### config.mk
export PLATFORM = sky130hd
export DESIGN_NAME = inst_fetch_unit
export DESIGN_NICKNAME = d
export VERILOG_FILES = /design/src/rtl/inst_fetch_unit_pkg.sv /design/src/rtl/inst_fetch_unit_fifo.sv /design/src/rtl/inst_fetch_unit.sv
export SDC_FILE = /design/constraint.sdc
export NUM_CORES = 1
export LEC_CHECK = 0
export ABC_AREA = 0
export CORE_ASPECT_RATIO = 0.5
export CORE_MARGIN = 3
export CORE_UTILIZATION = 40
export CTS_BUF_LIST = sky130_fd_sc_hd__clkbuf_8 sky130_fd_sc_hd__clkbuf_16
export DETAILED_ROUTE_END_ITERATION = 6
export GPL_ROUTABILITY_DRIVEN = 0
export GPL_TIMING_DRIVEN = 0
export PLACE_DENSITY = 0.68
export SYNTH_ARGS = -nofsm -noshare
export SYNTH_HDL_FRONTEND = slang
export SYNTH_SLANG_ARGS = --single-unit
### constraint.sdc
create_clock -name clk -period 5.1 [get_ports clk]
set_input_delay 0.51 -clock clk [delete_from_list [all_inputs] [get_ports clk]]
set_output_delay 0.51 -clock clk [all_outputs]
set_load 0.02 [all_outputs]
### src/rtl/inst_fetch_unit_pkg.sv
`default_nettype none
// +----------------------------------------------------------------------+
// | inst_fetch_unit_pkg : shared constants and FIFO entry type for fetch |
// | Revision: 1.0                                                        |
// +----------------------------------------------------------------------+
package inst_fetch_unit_pkg;

  localparam int          INST_W         = 32;
  localparam int          PC_MAX_W       = 32;
  localparam logic [31:0] FETCH_RESET_PC = 32'h0000_0000;

  // pc is stored at full width; narrower PCs are zero-extended into it
  typedef struct packed {
    logic [PC_MAX_W-1:0] pc;
    logic [INST_W-1:0]   inst;
  } fetch_entry_t;

endpackage : inst_fetch_unit_pkg
`default_nettype wire

### src/rtl/inst_fetch_unit_fifo.sv
`default_nettype none
// +----------------------------------------------------------------------+
// | fetch_fifo : DEPTH-entry synchronous FIFO with clear and count       |
// | Revision: 1.0                                                        |
// +----------------------------------------------------------------------+
module fetch_fifo
  import inst_fetch_unit_pkg::*;
#(
  parameter int DEPTH = 2
) (
  input  logic                       clk,
  input  logic                       rst,
  input  logic                       clear,
  input  logic                       push,
  input  fetch_entry_t               push_entry,
  input  logic                       pop,
  output fetch_entry_t               head,
  output logic [$clog2(DEPTH+1)-1:0] count
);

  localparam int                PTR_W    = (DEPTH > 1) ? $clog2(DEPTH) : 1;
  localparam int                CNT_W    = $clog2(DEPTH + 1);
  localparam logic [PTR_W-1:0]  LAST_PTR = PTR_W'(DEPTH - 1);

  fetch_entry_t     r_mem [DEPTH];
  logic [PTR_W-1:0] r_wr_ptr;
  logic [PTR_W-1:0] r_rd_ptr;
  logic [CNT_W-1:0] r_count;

  logic w_do_push;
  logic w_do_pop;

  // clear dominates both push and pop in the same cycle
  assign w_do_push = push & ~clear;
  assign w_do_pop  = pop & ~clear & (r_count != '0);

  function automatic logic [PTR_W-1:0] next_ptr(input logic [PTR_W-1:0] p);
    return (p == LAST_PTR) ? '0 : p + 1'b1;
  endfunction

  always_ff @(posedge clk) begin
    if (w_do_push) begin
      r_mem[r_wr_ptr] <= push_entry;
    end
  end

  always_ff @(posedge clk) begin
    if (rst || clear) begin
      r_wr_ptr <= '0;
      r_rd_ptr <= '0;
      r_count  <= '0;
    end else begin
      if (w_do_push) begin
        r_wr_ptr <= next_ptr(r_wr_ptr);
      end
      if (w_do_pop) begin
        r_rd_ptr <= next_ptr(r_rd_ptr);
      end
      case ({w_do_push, w_do_pop})
        2'b10:   r_count <= r_count + CNT_W'(1);
        2'b01:   r_count <= r_count - CNT_W'(1);
        default: r_count <= r_count;
      endcase
    end
  end

  assign head  = r_mem[r_rd_ptr];
  assign count = r_count;

endmodule : fetch_fifo
`default_nettype wire

### src/rtl/inst_fetch_unit.sv
`default_nettype none
// +----------------------------------------------------------------------+
// | inst_fetch_unit : PC, block-RAM fetch issue and buffered delivery.   |
// | FETCH_SINGLE_STEP_EN adds a 'step' input gating each issue.          |
// | Revision: 1.0                                                        |
// +----------------------------------------------------------------------+
module inst_fetch_unit
  import inst_fetch_unit_pkg::*;
#(
  parameter int                ADDR_W   = 32,
  parameter int                MEM_AW   = 10,
  parameter int                DEPTH    = 2,
  parameter logic [ADDR_W-1:0] RESET_PC = ADDR_W'(FETCH_RESET_PC)
) (
  input  logic              clk,
  input  logic              RST,
`ifdef FETCH_SINGLE_STEP_EN
  input  logic              step,
`endif
  input  logic              redirect_valid,
  input  logic [ADDR_W-1:0] redirect_pc,
  output logic              inst_ce,
  output logic [MEM_AW-1:0] inst_addr,
  input  logic [INST_W-1:0] inst_rdata,
  output logic              inst_valid,
  input  logic              inst_ready,
  output logic [INST_W-1:0] inst,
  output logic [ADDR_W-1:0] inst_pc,
  output logic              misalign
);

  localparam int CNT_W = $clog2(DEPTH + 1);
  localparam int OCC_W = CNT_W + 1;

  logic [ADDR_W-1:0] r_pc;
  logic [ADDR_W-1:0] r_issue_pc;
  logic              r_inflight;
  logic [ADDR_W-1:0] r_hold_pc;
  logic [INST_W-1:0] r_hold_inst;

  logic [CNT_W-1:0]  w_count;
  fetch_entry_t      w_head;
  fetch_entry_t      w_push_entry;
  logic              w_head_valid;
  logic              w_pop;
  logic              w_push;
  logic              w_kill;
  logic              w_grant;
  logic              w_issue;
  logic [OCC_W-1:0]  w_occ;
  logic [ADDR_W-1:0] w_target;

`ifdef FETCH_SINGLE_STEP_EN
  logic r_token;

  // a step arriving while a token is pending is simply dropped
  always_ff @(posedge clk) begin
    if (RST || redirect_valid) begin
      r_token <= 1'b0;
    end else if (w_issue) begin
      r_token <= 1'b0;
    end else if (step) begin
      r_token <= 1'b1;
    end
  end

  assign w_grant = r_token;
`else
  assign w_grant = 1'b1;
`endif

  assign w_head_valid = (w_count != '0);
  assign w_pop        = w_head_valid & inst_ready & ~redirect_valid;

  // With 1-cycle memory latency the in-flight read returns in the redirect
  // cycle itself, so killing it means suppressing that cycle's push.
  assign w_kill       = redirect_valid;
  assign w_push       = r_inflight & ~w_kill;

  // Credit check counts slots already owed to the in-flight read
  assign w_occ   = OCC_W'(w_count) + OCC_W'(r_inflight) - OCC_W'(w_pop);
  assign w_issue = ~RST & ~redirect_valid & w_grant & (w_occ < OCC_W'(DEPTH));

  assign w_target = {redirect_pc[ADDR_W-1:2], 2'b00};

  always_comb begin
    w_push_entry      = '0;
    w_push_entry.pc   = PC_MAX_W'(r_issue_pc);
    w_push_entry.inst = inst_rdata;
  end

  always_ff @(posedge clk) begin
    if (RST) begin
      r_pc       <= RESET_PC;
      r_issue_pc <= '0;
      r_inflight <= 1'b0;
    end else begin
      r_inflight <= w_issue;
      if (redirect_valid) begin
        r_pc <= w_target;
      end else if (w_issue) begin
        r_pc <= r_pc + ADDR_W'(4);
      end
      if (w_issue) begin
        r_issue_pc <= r_pc;
      end
    end
  end

  // Last delivered head, shown while the FIFO is empty
  always_ff @(posedge clk) begin
    if (RST) begin
      r_hold_pc   <= '0;
      r_hold_inst <= '0;
    end else if (w_head_valid) begin
      r_hold_pc   <= ADDR_W'(w_head.pc);
      r_hold_inst <= w_head.inst;
    end
  end

  fetch_fifo #(
    .DEPTH      (DEPTH)
  ) u_fifo (
    .clk        (clk),
    .rst        (RST),
    .clear      (redirect_valid),
    .push       (w_push),
    .push_entry (w_push_entry),
    .pop        (w_pop),
    .head       (w_head),
    .count      (w_count)
  );

  assign inst_ce    = w_issue;
  assign inst_addr  = RST ? '0 : r_pc[MEM_AW+1:2];
  assign inst_valid = w_head_valid;
  assign inst       = w_head_valid ? w_head.inst : r_hold_inst;
  assign inst_pc    = w_head_valid ? ADDR_W'(w_head.pc) : r_hold_pc;
  assign misalign   = ~RST & redirect_valid & (redirect_pc[1:0] != 2'b00);

endmodule : inst_fetch_unit
`default_nettype wire
; After elaboration in Yosys (flattened, before gate mapping)
; Memories as Yosys holds them, arrays and structs flattened. A register that Yosys moved wholly into a read port is not among the register bits.
; Cells that the tools add are included.
[word_totals]
ram_bits = 128
in_bits = 68
ff_bits = 133
word_cells = 50
out_inout_bits = 77
memories = 1
[mem_list]
columns = name, depth, width, read_ports, rd_ports_with_merged_regs, wr, line_no
row1 = u_fifo.r_mem, 2, 64, 1, 1, 1, inst_fetch_unit_fifo.sv:25  ; fetch_entry_t r_mem [DEPTH];
[classes]
n_addsub = 7
reduce_logical = 6
magnitude_cmp = 1
n_mux = 12
n_bitwise = 12
eq_ne = 2
[op_table]
columns = cell, n
row1 = 2-to-1 mux 32 bit, 4
row2 = "adder 32 x 3 -> 32 bit, second input constant", 1
row3 = AND 1 bit, 10
row4 = 2-to-1 mux 10 bit, 1
row5 = nonzero test 2 bit, 4
row6 = 2-to-1 mux 1 bit, 6
row7 = one-hot mux 2 bit (2 select lines), 1
row8 = adder 2 x 1 -> 3 bit, 1
row9 = "less-than comparator 3 x 2 -> 1 bit, second input constant", 1
row10 = subtractor 3 x 1 -> 3 bit, 1
row11 = "adder 1 bit, second input constant", 2
row12 = "adder 2 x 1 -> 2 bit, second input constant", 1
row13 = "== test 2 x 1 -> 1 bit, second input constant", 1
row14 = "== test 2 bit, second input constant", 1
row15 = NOT 1 bit, 2
row16 = OR reduction 2 bit, 1
row17 = "subtractor 2 x 1 -> 2 bit, second input constant", 1
row18 = logical OR 1 bit, 1

; Depth between registers and ports, before layout
; Gate-level depths: netlist of run 1.
[logic_depth]
word_depth = 8
mapped_depth = 14
mapped_depth_nobuf = 13

; Modules after synthesis
; A second synthesis of run 1 with hierarchy kept.
[hier_totals]
cells_unflattened = 829
area_unflattened_um2 = 10366.2
[modules_own_cells]
columns = mod, cells_per_inst, instances, area_each_um2, seq_area_each_um2
row1 = inst_fetch_unit, 607, 1, 5554.1, 2502.4
row2 = fetch_fifo, 222, 1, 4812.1, 3943.8

; Least setup slack after synthesis of run 1
; Ideal clock, no wire load.
[synth_timing]
path_kind = input to register
start = input redirect_valid
end = memory u_fifo.r_mem[0][0] in the netlist's numbering, enable pin
setup_ps = 482
setup_slack_ps = 824
required_ps = 4618
stages = 5
n_path_buf = 2
arrival_ps = 3794
path_cell_list = clkbuf_1 clkinv_1 clkbuf_1 nand2_1 nor2_1
[synth_between]
elab_chain_len = 5
[synth_lines]
columns = item, line_no
row1 = "start, declared", inst_fetch_unit.sv:20  ; input logic redirect_valid,
row2 = NOT 1 bit (*), "inst_fetch_unit_fifo.sv:34, inst_fetch_unit.sv:78"
row3 = AND 1 bit, inst_fetch_unit.sv:78  ; assign w_push = r_inflight & ~w_kill;
row4 = AND 1 bit (*), inst_fetch_unit_fifo.sv:34  ; assign w_do_push = push & ~clear;
row5 = 2-to-1 mux 1 bit (*), inst_fetch_unit_fifo.sv:42  ; if (w_do_push) begin
row6 = 2-to-1 mux 1 bit (implied by the code) (*), inst_fetch_unit_fifo.sv:43  ; r_mem[r_wr_ptr] <= push_entry;
row7 = "end, declared", inst_fetch_unit_fifo.sv:25
; Every way passes the cells marked *; elsewhere a longest branch is shown, timed or not.

; Worst setup path in the final report of run 1
[layout_timing]
start = register u_fifo.r_count[1], in the netlist u_fifo.count[1]
end = output inst_ce
[layout_between]
elab_chain_len = 6
word_cells_on_any_way = 7
classes_between = add/sub: 2 / order compare: 1 / bitwise: 3 / reduce/logical: 1
[layout_lines]
columns = item, line_no
row1 = "start, declared", inst_fetch_unit_fifo.sv:28  ; logic [CNT_W-1:0] r_count;
row2 = "start signal, assigned", inst_fetch_unit_fifo.sv:60  ; 2'b10: r_count <= r_count + CNT_W'(1);
row3 = "start signal, assigned", inst_fetch_unit_fifo.sv:61  ; 2'b01: r_count <= r_count - CNT_W'(1);
row4 = "start signal, assigned", inst_fetch_unit_fifo.sv:62  ; default: r_count <= r_count;
row5 = nonzero test 2 bit, inst_fetch_unit.sv:72  ; assign w_head_valid = (w_count != '0);
row6 = AND 1 bit (2 in a row), inst_fetch_unit.sv:73  ; assign w_pop = w_head_valid & inst_ready & ~redirect_valid;
row7 = subtractor 3 x 1 -> 3 bit (*), inst_fetch_unit.sv:81  ; assign w_occ = OCC_W'(w_count) + OCC_W'(r_inflight) - OCC_W'(w_pop);
row8 = less-than comparator 3 x 2 -> 1 bit (*), inst_fetch_unit.sv:82  ; assign w_issue = ~RST & ~redirect_valid & w_grant & (w_occ < OCC_W'(DEPTH));
row9 = AND 1 bit (*), inst_fetch_unit.sv:82
row10 = "end, declared", inst_fetch_unit.sv:22  ; output logic inst_ce,
; Marks and branches as above.

==> impl_metrics.env, run 1 <==
export IMPL_setup_worst_path_start_class="flip-flop"
export IMPL_dp_hpwl_mm=16.4
export IMPL_syn_nets=932
export IMPL_ys_async_sr_fraction_pct=0
export IMPL_initial_core_util_pct=41.8
export IMPL_cp_required_ps=4590
export IMPL_synthAdderAreaFrac_pct=0.587
export IMPL_yosysTopAreaCell="edfxtp_1"
export IMPL_endpoint="inst_ce"
export IMPL_grt_pass1_vias=6850
export IMPL_clk_pin_slew_ps=70
export IMPL_p_per_area_nw_per_um2=340
export IMPL_path_max_fanout=19
export IMPL_fin_crit_sh_pct=95.2
export IMPL_max_cap_viol_count=0
export IMPL_via_count=6861
export IMPL_drt_first_pass_iters=5
export IMPL_crit_slowest_cell="clkdlybuf4s50_1"
export IMPL_vdd_drop_max_v=0.000198
export IMPL_syn_inst=860
export IMPL_cts_tree="yes"
export IMPL_setup_ws_ps=243
export IMPL_max_stage_delay_ps=660
export IMPL_grt_total_usage_pct=17.2
export IMPL_dieArea_um2=26600
export IMPL_core_um2=23500
export IMPL_nets=1101
export IMPL_layout_common_cells="clkdlybuf4s50_1, nand2_1, dfxtp_1"
export IMPL_endpoint_kind="output pin"
export IMPL_finalHoldViolCount=0
export IMPL_cts_sinks=254
export IMPL_num_rows=39
export IMPL_rr_worst_depth=12
export IMPL_worst_slew_margin_rel_pct=39.2
export IMPL_die_x_um=227
export IMPL_hold_buffers=0
export IMPL_routed_wl_mm=23.1
export IMPL_hold_class="reg -> reg"
export IMPL_timing_hold_ws_ps=454
export IMPL_synth_simple_gate_area_share_pct=15.5
export IMPL_cpMostUsedCell="inv_1"
export IMPL_path_delay_family="simple AND/OR/NAND/NOR gates"
export IMPL_reg2reg_slack_ps=1380
export IMPL_final_common_cell="clkdlybuf4s50_1"
export IMPL_io_pins=145
export IMPL_syn_area_um2=9810
export IMPL_wl_per_cell_um=16.8
export IMPL_skew_ps=21.7
export IMPL_pre_cts_ws_ps=-7.94
export IMPL_yosysSeqAreaShare_pct=64.5
export IMPL_drv_slew=0
export IMPL_synth_top_family_by_area="simple AND/OR/NAND/NOR gates"
export IMPL_synthDistinctLibCells=43
export IMPL_drtIter0Drc=673
export IMPL_synth_compound_area_share_pct=7.75
export IMPL_cts_inserted_buffers=23
export IMPL_period_needed_ps=4860
export IMPL_r2r_start="u_fifo.count[1]"
export IMPL_r2r_end="r_pc[17]"
export IMPL_fmax_mhz=206
export IMPL_status="finished, final reports clean"
export IMPL_crit_start="u_fifo.count[1]"
export IMPL_clk_latency_ps=510
export IMPL_diodes=0
export IMPL_cp_buffers_inverters=5
export IMPL_route_detailed_drc=0
export IMPL_antenna_found_initial=0
export IMPL_post_cts_setup_buffers=0
export IMPL_htree_levels=1
export IMPL_cts_root_buffer="clkbuf_16"
export IMPL_worstSetupPathType="reg -> out"
export IMPL_synth_edf_count=124
export IMPL_finalPower_mw=4.25
export IMPL_rsz0062_at_grt="false"
export IMPL_port_buffers=144
export IMPL_setup_viol=0
export IMPL_viasPerCell=4.99
export IMPL_drive_above_1_share_pct=5.54
export IMPL_fp_dieH_um=117
export IMPL_detail_route_antenna_nets=0
export IMPL_synth_top_area_share_pct=38.0
export IMPL_setup_tns_ps=0
export IMPL_ys_ff_latch=254
export IMPL_gr_total_overflow=0
export IMPL_grt_max_degree=63
export IMPL_area_growth_synth_to_final_pct=27.3
export IMPL_fin_util_pct=53.2
export IMPL_worst_pin_slew_ps=912
export IMPL_clk_path_buf_depth=3
export IMPL_cp_data_arrival_time_ps=4350
export IMPL_leakage_nw=4.20
export IMPL_avgSynthCellArea_um2=11.4
export IMPL_synth_main_ff_cell="dfxtp_1"
export IMPL_synthMuxAreaShare_pct=6.76
export IMPL_grt_pass1_wl_mm=36.2
export IMPL_yosysWarnings=0
export IMPL_cp_depth=12
export IMPL_synth_xor_xnor_area_share_pct=2.41
export IMPL_crit_chain="nor2_4, inv_1, nand2_1, nor2_1, ha_1, nand2b_1, fa_1, inv_1, or3_4, inv_2, buf_2, clkdlybuf4s50_1"
export IMPL_synth_area_leaders="edfxtp_1, dfxtp_1, mux2i_1"
logic make-up (layout without fill, tap and decap cells):
kind of cell    count (synthesis)  count (layout)
compound gates                139             139
xor+xnor                       27              27
mux                            66              66
buf+inv                        60             246
flops                         254             254
simple gates                  310             310
fa+ha+maj                       4               4
synth_stat cells, types with 2 or more instances:
cell      number
or3_1          2
o21bai_1       2
clkbuf_1      35
mux2i_1       64
a31oi_1        5
buf_1          4
nor2b_1       74
o21ai_0       64
nand3b_1       2
and4_1         3
dfxtp_1      130
nor2_1        27
inv_1          4
and2_1         9
o22ai_1        4
mux2_1         2
a21oi_1       47
nor3_1         7
xor2_1        17
nand2_1      140
buf_2         15
and3_1         5
ha_1           3
edfxtp_1     124
xnor2_1       10
nand3_1       16
a211oi_1      10
nand4_1       14
nor4_1         5
o311ai_0       3
where the power goes:
group          switching [mW]  total [mW]  internal, mW
sequential             0.0370        2.22          2.18
combinational           0.154       0.284         0.130
clock                   0.728        1.75          1.02
state kept, by name (all words and copies together), names as in the netlist, named ones only:
register	flops
r_hold_pc	32
r_pc	30
r_issue_pc	30
u_fifo.r_rd_ptr	1
r_hold_inst	32
r_inflight	1
u_fifo.count	2
u_fifo.r_wr_ptr	1
u_fifo.r_mem	124
metrics by stage:
step / instances / instance area (um^2)
finish: 1374 / 12500
CTS: 1375 / 12500
detailed placement: 1334 / 11700
global placement: 1332 / 11700
floorplan: 860 / 9810
global route: 1374 / 12500
worst min path at each step:
stage,from,end,slack (ps),depth (start not counted)
after floorplan,r_issue_pc[2],u_fifo.r_mem[0][34],430,0
after global placement,r_issue_pc[6],u_fifo.r_mem[0][38],440,0
after detailed placement,r_issue_pc[6],u_fifo.r_mem[1][38],440,0
after CTS,r_issue_pc[8],u_fifo.r_mem[1][40],460,0
after global routing,r_issue_pc[21],u_fifo.r_mem[1][53],470,0
final,r_issue_pc[10],u_fifo.r_mem[0][42],450,0
layout make-up:
class / count / area, um^2
fill: 2003 / 11000
sequential: 254 / 6330
multi-input combinational: 546 / 3260
timing repair buffer: 146 / 1490
clock buffer: 26 / 617
tap: 328 / 410
buffer: 52 / 215
clock inverter: 16 / 150
inverter: 6 / 22.5
what timing repair did:
item	CTS	global route
resized for setup	2	2
setup endpoints to repair	1	1
pin swaps	0	1
layer usage:
layer	part of all wire (%)	global-route usage, %	up-vias
met5	0	0	-
li1	-	-	3365
met4	2.1	4.47	0
met1	46	23.5	3292
met2	47	29.1	167
met3	4.8	2.76	37
Note: power is estimated with default switching activity, not from simulation.
==> run 2, diff against run 1 <==
--- a/config.mk
+++ b/config.mk
@@ -11,7 +11,6 @@
 export CORE_UTILIZATION = 40
 export CTS_BUF_LIST = sky130_fd_sc_hd__clkbuf_8 sky130_fd_sc_hd__clkbuf_16
 export DETAILED_ROUTE_END_ITERATION = 6
-export GPL_ROUTABILITY_DRIVEN = 0
 export GPL_TIMING_DRIVEN = 0
 export PLACE_DENSITY = 0.68
 export SYNTH_ARGS = -nofsm -noshare
==> constraint.sdc (replaced) <==
create_clock -name clk -period 5.1 [get_ports clk]
set_input_delay 1.02 -clock clk [delete_from_list [all_inputs] [get_ports clk]]
set_output_delay 1.02 -clock clk [all_outputs]
set_load 0.02 [all_outputs]
==> impl_metrics.env, run 2 (same netlist as run 1, synthesis figures left out) <==
export IMPL_status="finished, final reports clean"
export IMPL_grt_total_usage_pct=17.2
export IMPL_clk_pin_slew_ps=60
export IMPL_die_x_um=227
export IMPL_power_frac_seq_pct=52.2
export IMPL_cts_tree="yes"
export IMPL_top_layer_used="met4"
export IMPL_min_to="u_fifo.r_mem[1][38]"
export IMPL_p_per_area_nw_per_um2=340
export IMPL_max_cap_viol_count=0
export IMPL_wl_per_cell_um=16.9
export IMPL_p_comb_share_pct=6.7
export IMPL_multi_input_area_um2=3260
export IMPL_drtIter0Drc=662
export IMPL_largest_register_ffs=124
export IMPL_clk_path_buf_depth=3
export IMPL_setup_worst_path_start_class="primary input"
export IMPL_seqCellArea_um2=6330
export IMPL_worstSetupPathType="in -> out"
export IMPL_fill_cells=2000
export IMPL_cp_required_ps=4080
export IMPL_setup_viol=0
export IMPL_dp_hpwl_mm=16.4
export IMPL_setup_ws_ps=236
export IMPL_path_max_fanout=10
export IMPL_drt_met1_wl_mm=10.8
export IMPL_routed_wl_mm=23.2
export IMPL_drv_slew=0
export IMPL_gr_total_overflow=0
export IMPL_initial_core_util_pct=41.8
export IMPL_detail_route_antenna_nets=0
export IMPL_dpl_cell_area_um2=11700
export IMPL_top_register="u_fifo.r_mem"
export IMPL_power_switching_uw=921
export IMPL_layout_common_cells="clkdlybuf4s50_1, nand2_1, dfxtp_1"
export IMPL_io_pins=145
export IMPL_rsz0062_at_grt="false"
export IMPL_area_growth_synth_to_final_pct=27.4
export IMPL_final_common_cell="clkdlybuf4s50_1"
export IMPL_vdd_drop_max_v=0.000198
export IMPL_met3_wirelength_mm=1.15
export IMPL_top_regs="u_fifo.r_mem x124, r_hold_inst x32, r_hold_pc x32"
export IMPL_dieArea_um2=26600
export IMPL_diodes=0
export IMPL_port_buffers=144
export IMPL_grt_pass1_vias=6845
export IMPL_switching_share_pct=21.7
export IMPL_grt_pass1_wl_mm=36.2
export IMPL_pre_cts_ws_ps=-982
export IMPL_leakage_nw=4.21
export IMPL_fin_crit_sh_pct=95.4
export IMPL_clk_latency_ps=510
export IMPL_period_needed_ps=4860
export IMPL_via_count=6904
export IMPL_cts_sinks=254
export IMPL_worst_pin_slew_ps=918
export IMPL_internal_power_mw=3.33
export IMPL_worst_slew_margin_rel_pct=38.8
export IMPL_dr_wl_met2_mm=10.8
export IMPL_fmax_mhz=206
export IMPL_hold_start="r_issue_pc[6]"
export IMPL_postLayoutCellArea_um2=12500
export IMPL_drt_first_pass_iters=5
export IMPL_endpoint_kind="output pin"
export IMPL_core_um2=23500
export IMPL_num_rows=39
export IMPL_fp_dieH_um=117
export IMPL_htree_levels=1
export IMPL_cts_root_buffer="clkbuf_16"
export IMPL_r2r_end="r_pc[17]"
export IMPL_nets=1102
export IMPL_hold_class="reg -> reg"
export IMPL_cp_data_arrival_time_ps=3840
export IMPL_gp_congestion=0.939
export IMPL_reg2reg_slack_ps=1690
export IMPL_worstHoldPathCells=0
export IMPL_route_detailed_drc=0
export IMPL_finalHoldViolCount=0
export IMPL_cts_inserted_buffers=23
export IMPL_clkPwrFrac_pct=41.1
export IMPL_skew_ps=22.7
export IMPL_rr_worst_depth=12
export IMPL_viasPerCell=5.02
export IMPL_drive_above_1_share_pct=5.83
export IMPL_antenna_found_initial=0
export IMPL_grt_max_degree=63
export IMPL_r2r_start="u_fifo.count[1]"
export IMPL_hold_buffers=0
==> run 2: changes by cell type in the layout (fill, tap and decap cells not counted) <==
cell,change
buf_4,+1
clkdlybuf4s50_1,-2
clkbuf_4,+1
clkdlybuf4s15_2,+1
==> run 2: what timing repair did <==
item / 4_1_cts / 5_1_grt
endpoints found under the setup margin: 1 / 1
resized for setup: 8 / 2
buffers inserted: 1 / 0
pin swaps: 1 / 0
cloned: 0 / 0
==> run 2: routing by layer <==
metal | track usage [%] | up-vias
met5 | 0 | -
met4 | 4.17 | 0
met3 | 2.76 | 42
met2 | 29.2 | 192
met1 | 23.5 | 3302
li1 | - | 3368
==> run 2: worst max path at each step <==
stage | from | depth (start not counted) | slack [ps] | end
final | inst_ready | 11 | 240 | inst_ce
after global routing | inst_ready | 11 | 80 | inst_ce
after CTS | inst_ready | 11 | 70 | inst_ce
after detailed placement | redirect_valid | 12 | -980 | inst_ce
after global placement | redirect_valid | 6 | -2280 | u_fifo.r_mem[0][12]
after floorplan | redirect_valid | 5 | 310 | u_fifo.r_mem[0][0]
==> run 2: final cells by class <==
type | count | share of cell area [%]
multi-input combinational | 546 | 26.1
clock buffer | 26 | 4.94
clock inverter | 16 | 1.20
timing repair buffer | 147 | 11.9
inverter | 6 | 0.180
sequential | 254 | 50.6
buffer | 52 | 1.74
tap | 328 | 3.28
==> run 2: worst max-delay path, stage by stage <==
cell and delay [ps]:
clkdlybuf4s50_1 470, nand2_1 150, nor2_1 130, ha_1 230, nand2b_1 150, fa_1 590, inv_1 110, or3_4 410
inv_2 140, buf_2 230, clkbuf_2 210
==> run 2: power groups by stage <==
stage	registers, mW	logic, mW	clock network, mW
6_report	2.22	0.284	1.75
5_1_grt	2.22	0.310	1.88
4_1_cts	2.22	0.286	1.79
3_5_place_dp	2.26	0.285	0
3_3_place_gp	2.26	0.276	0
2_1_floorplan	2.25	0.143	0
==> run 2: stage by stage <==
stage | util [%] | cells | power, mW | hold slack, ps | TNS (ps)
3_3_place_gp | 49.7 | 1332 | 2.54 | 435 | -159930
4_1_cts | 53.3 | 1375 | 4.29 | 456 | 0
6_report | 53.2 | 1375 | 4.25 | 455 | 0
5_1_grt | 53.2 | 1375 | 4.41 | 473 | 0
3_5_place_dp | 49.9 | 1334 | 2.55 | 443 | -982
2_1_floorplan | - | 860 | 2.40 | 425 | 0
==> run 3, diff against run 2 <==
--- a/config.mk
+++ b/config.mk
@@ -9,7 +9,7 @@
 export CORE_ASPECT_RATIO = 0.5
 export CORE_MARGIN = 3
 export CORE_UTILIZATION = 40
-export CTS_BUF_LIST = sky130_fd_sc_hd__clkbuf_8 sky130_fd_sc_hd__clkbuf_16
+export CTS_BUF_LIST = sky130_fd_sc_hd__clkbuf_8
 export DETAILED_ROUTE_END_ITERATION = 6
 export GPL_TIMING_DRIVEN = 0
 export PLACE_DENSITY = 0.68
==> impl_metrics.env, run 3 (same netlist as run 1, synthesis figures left out) <==
export IMPL_status="finished, final reports clean"
export IMPL_grt_pass1_vias=6990
export IMPL_worst_slew_margin_rel_pct=38.4
export IMPL_clk_path_buf_depth=3
export IMPL_cts_tree="yes"
export IMPL_layout_common_cells="clkdlybuf4s50_1, nand2_1, dfxtp_1"
export IMPL_antenna_found_initial=0
export IMPL_setup_tns_ps=0
export IMPL_wl_per_cell_um=16.6
export IMPL_top_regs="u_fifo.r_mem x124, r_hold_inst x32, r_hold_pc x32"
export IMPL_p_per_area_nw_per_um2=329
export IMPL_initial_core_util_pct=41.8
export IMPL_gr_total_overflow=0
export IMPL_grt_pass1_wl_mm=36.1
export IMPL_top_register="u_fifo.r_mem"
export IMPL_core_um2=23500
export IMPL_finalHoldViolCount=0
export IMPL_setup_worst_path_start_class="primary input"
export IMPL_viasPerCell=4.98
export IMPL_hold_class="reg -> reg"
export IMPL_skew_ps=26.7
export IMPL_cp_data_arrival_time_ps=3850
export IMPL_fp_dieH_um=117
export IMPL_rsz0062_at_grt="false"
export IMPL_worst_pin_slew_ps=924
export IMPL_cts_inserted_buffers=38
export IMPL_max_stage_delay_ps=590
export IMPL_crit_slowest_cell="fa_1"
export IMPL_dr_wl_met2_mm=10.9
export IMPL_num_rows=39
export IMPL_drtIter0Drc=547
export IMPL_dp_hpwl_mm=16.4
export IMPL_detail_route_antenna_nets=0
export IMPL_fin_crit_sh_pct=95.5
export IMPL_cts_sinks=254
export IMPL_cts_root_buffer="clkbuf_8"
export IMPL_area_growth_synth_to_final_pct=27.2
export IMPL_met3_wirelength_mm=1.38
export IMPL_crit_chain="clkdlybuf4s50_1, nand2_1, nor2_1, ha_1, nand2b_1, fa_1, inv_1, or3_4, inv_2, buf_2, clkbuf_2"
export IMPL_port_buffers=144
export IMPL_leakage_nw=4.24
export IMPL_diodes=0
export IMPL_max_cap_viol_count=0
export IMPL_endpoint_kind="output pin"
export IMPL_clk_latency_ps=520
export IMPL_cp_required_ps=4080
export IMPL_routed_wl_mm=23.3
export IMPL_drive_above_1_share_pct=7.64
export IMPL_clk_pin_slew_ps=60
export IMPL_nets=1117
export IMPL_fin_util_pct=53.2
export IMPL_dieArea_um2=26600
export IMPL_period_needed_ps=4870
export IMPL_drv_slew=0
export IMPL_drt_first_pass_iters=5
export IMPL_hold_buffers=0
export IMPL_vdd_drop_max_v=0.000128
export IMPL_io_pins=145
export IMPL_via_count=6982
export IMPL_largest_register_ffs=124
export IMPL_grt_total_usage_pct=17.4
export IMPL_gp_congestion=0.939
export IMPL_grt_max_degree=63
export IMPL_final_common_cell="clkdlybuf4s50_1"
export IMPL_top_layer_used="met4"
export IMPL_setup_viol=0
export IMPL_drt_met1_wl_mm=10.6
export IMPL_die_x_um=227
export IMPL_htree_levels=2
export IMPL_worstSetupPathType="in -> out"
export IMPL_route_detailed_drc=0
export IMPL_fmax_mhz=205
export IMPL_path_max_fanout=10
==> run 3: cell types whose count changed in the layout (fill, tap and decap cells not counted), sizes merged <==
cell,change
bufinv,-3
clkbuf,+22
inv,+5
clkinv,+3
==> run 3: metal layers <==
| metal | track usage, % | vias up |
|---|---|---|
| met4 | 4.84 | 0 |
| li1 | - | 3399 |
| met5 | 0 | - |
| met1 | 23.2 | 3334 |
| met3 | 3.74 | 40 |
| met2 | 29.0 | 209 |
==> run 3: stage by stage <==
stage / setup slack (ps) / power (mW) / cells / hold WS, ps / area [um^2]
final: 229 / 4.10 / 1402 / 453 / 12500
after CTS: 71.4 / 4.14 / 1402 / 452 / 12500
after global routing: 83.1 / 4.28 / 1402 / 471 / 12500
after floorplan: 314 / 2.40 / 860 / 425 / 9810
after detailed placement: -982 / 2.55 / 1334 / 443 / 11700
after global placement: -2280 / 2.54 / 1332 / 435 / 11700
==> run 3: what timing repair did <==
| action | CTS | global route |
|---|---|---|
| setup buffers | 1 | 0 |
| endpoints found under the setup margin | 1 | 1 |
| pin swaps | 1 | 0 |
| gates resized for setup | 8 | 2 |
| endpoints found under the hold margin | 0 | 0 |
==> run 3: layout make-up <==
cell class,count,area [um^2]
multi-input combinational,546,3260
fill,2006,11000
timing repair buffer,147,1490
clock buffer,48,661
sequential,254,6330
inverter,6,22.5
tap,328,410
buffer,52,218
clock inverter,21,88.8
==> run 3: worst paths after layout <==
check,slack [ps],cells past startpoint,end,startpoint
max,230,11,inst_ce,inst_ready
min,450,0,u_fifo.r_mem[1][38],r_issue_pc[6]
max reg2reg,1670,12,r_pc[20],u_fifo.count[1]
min reg2reg,450,0,u_fifo.r_mem[1][38],r_issue_pc[6]
==> run 3: critical path, delay by kind of cell <==
family / cells / cell delay, ps
buffers and inverters: 5 / 1150
and+or+nand+nor: 4 / 850
adders and majority gates: 2 / 820
==> run 3: report_power, final <==
part | leakage (nW) | switching, mW | internal [mW] | total, mW
clock | 0.441 | 0.747 | 0.849 | 1.60
combinational | 1.53 | 0.154 | 0.130 | 0.284
sequential | 2.27 | 0.0368 | 2.18 | 2.22
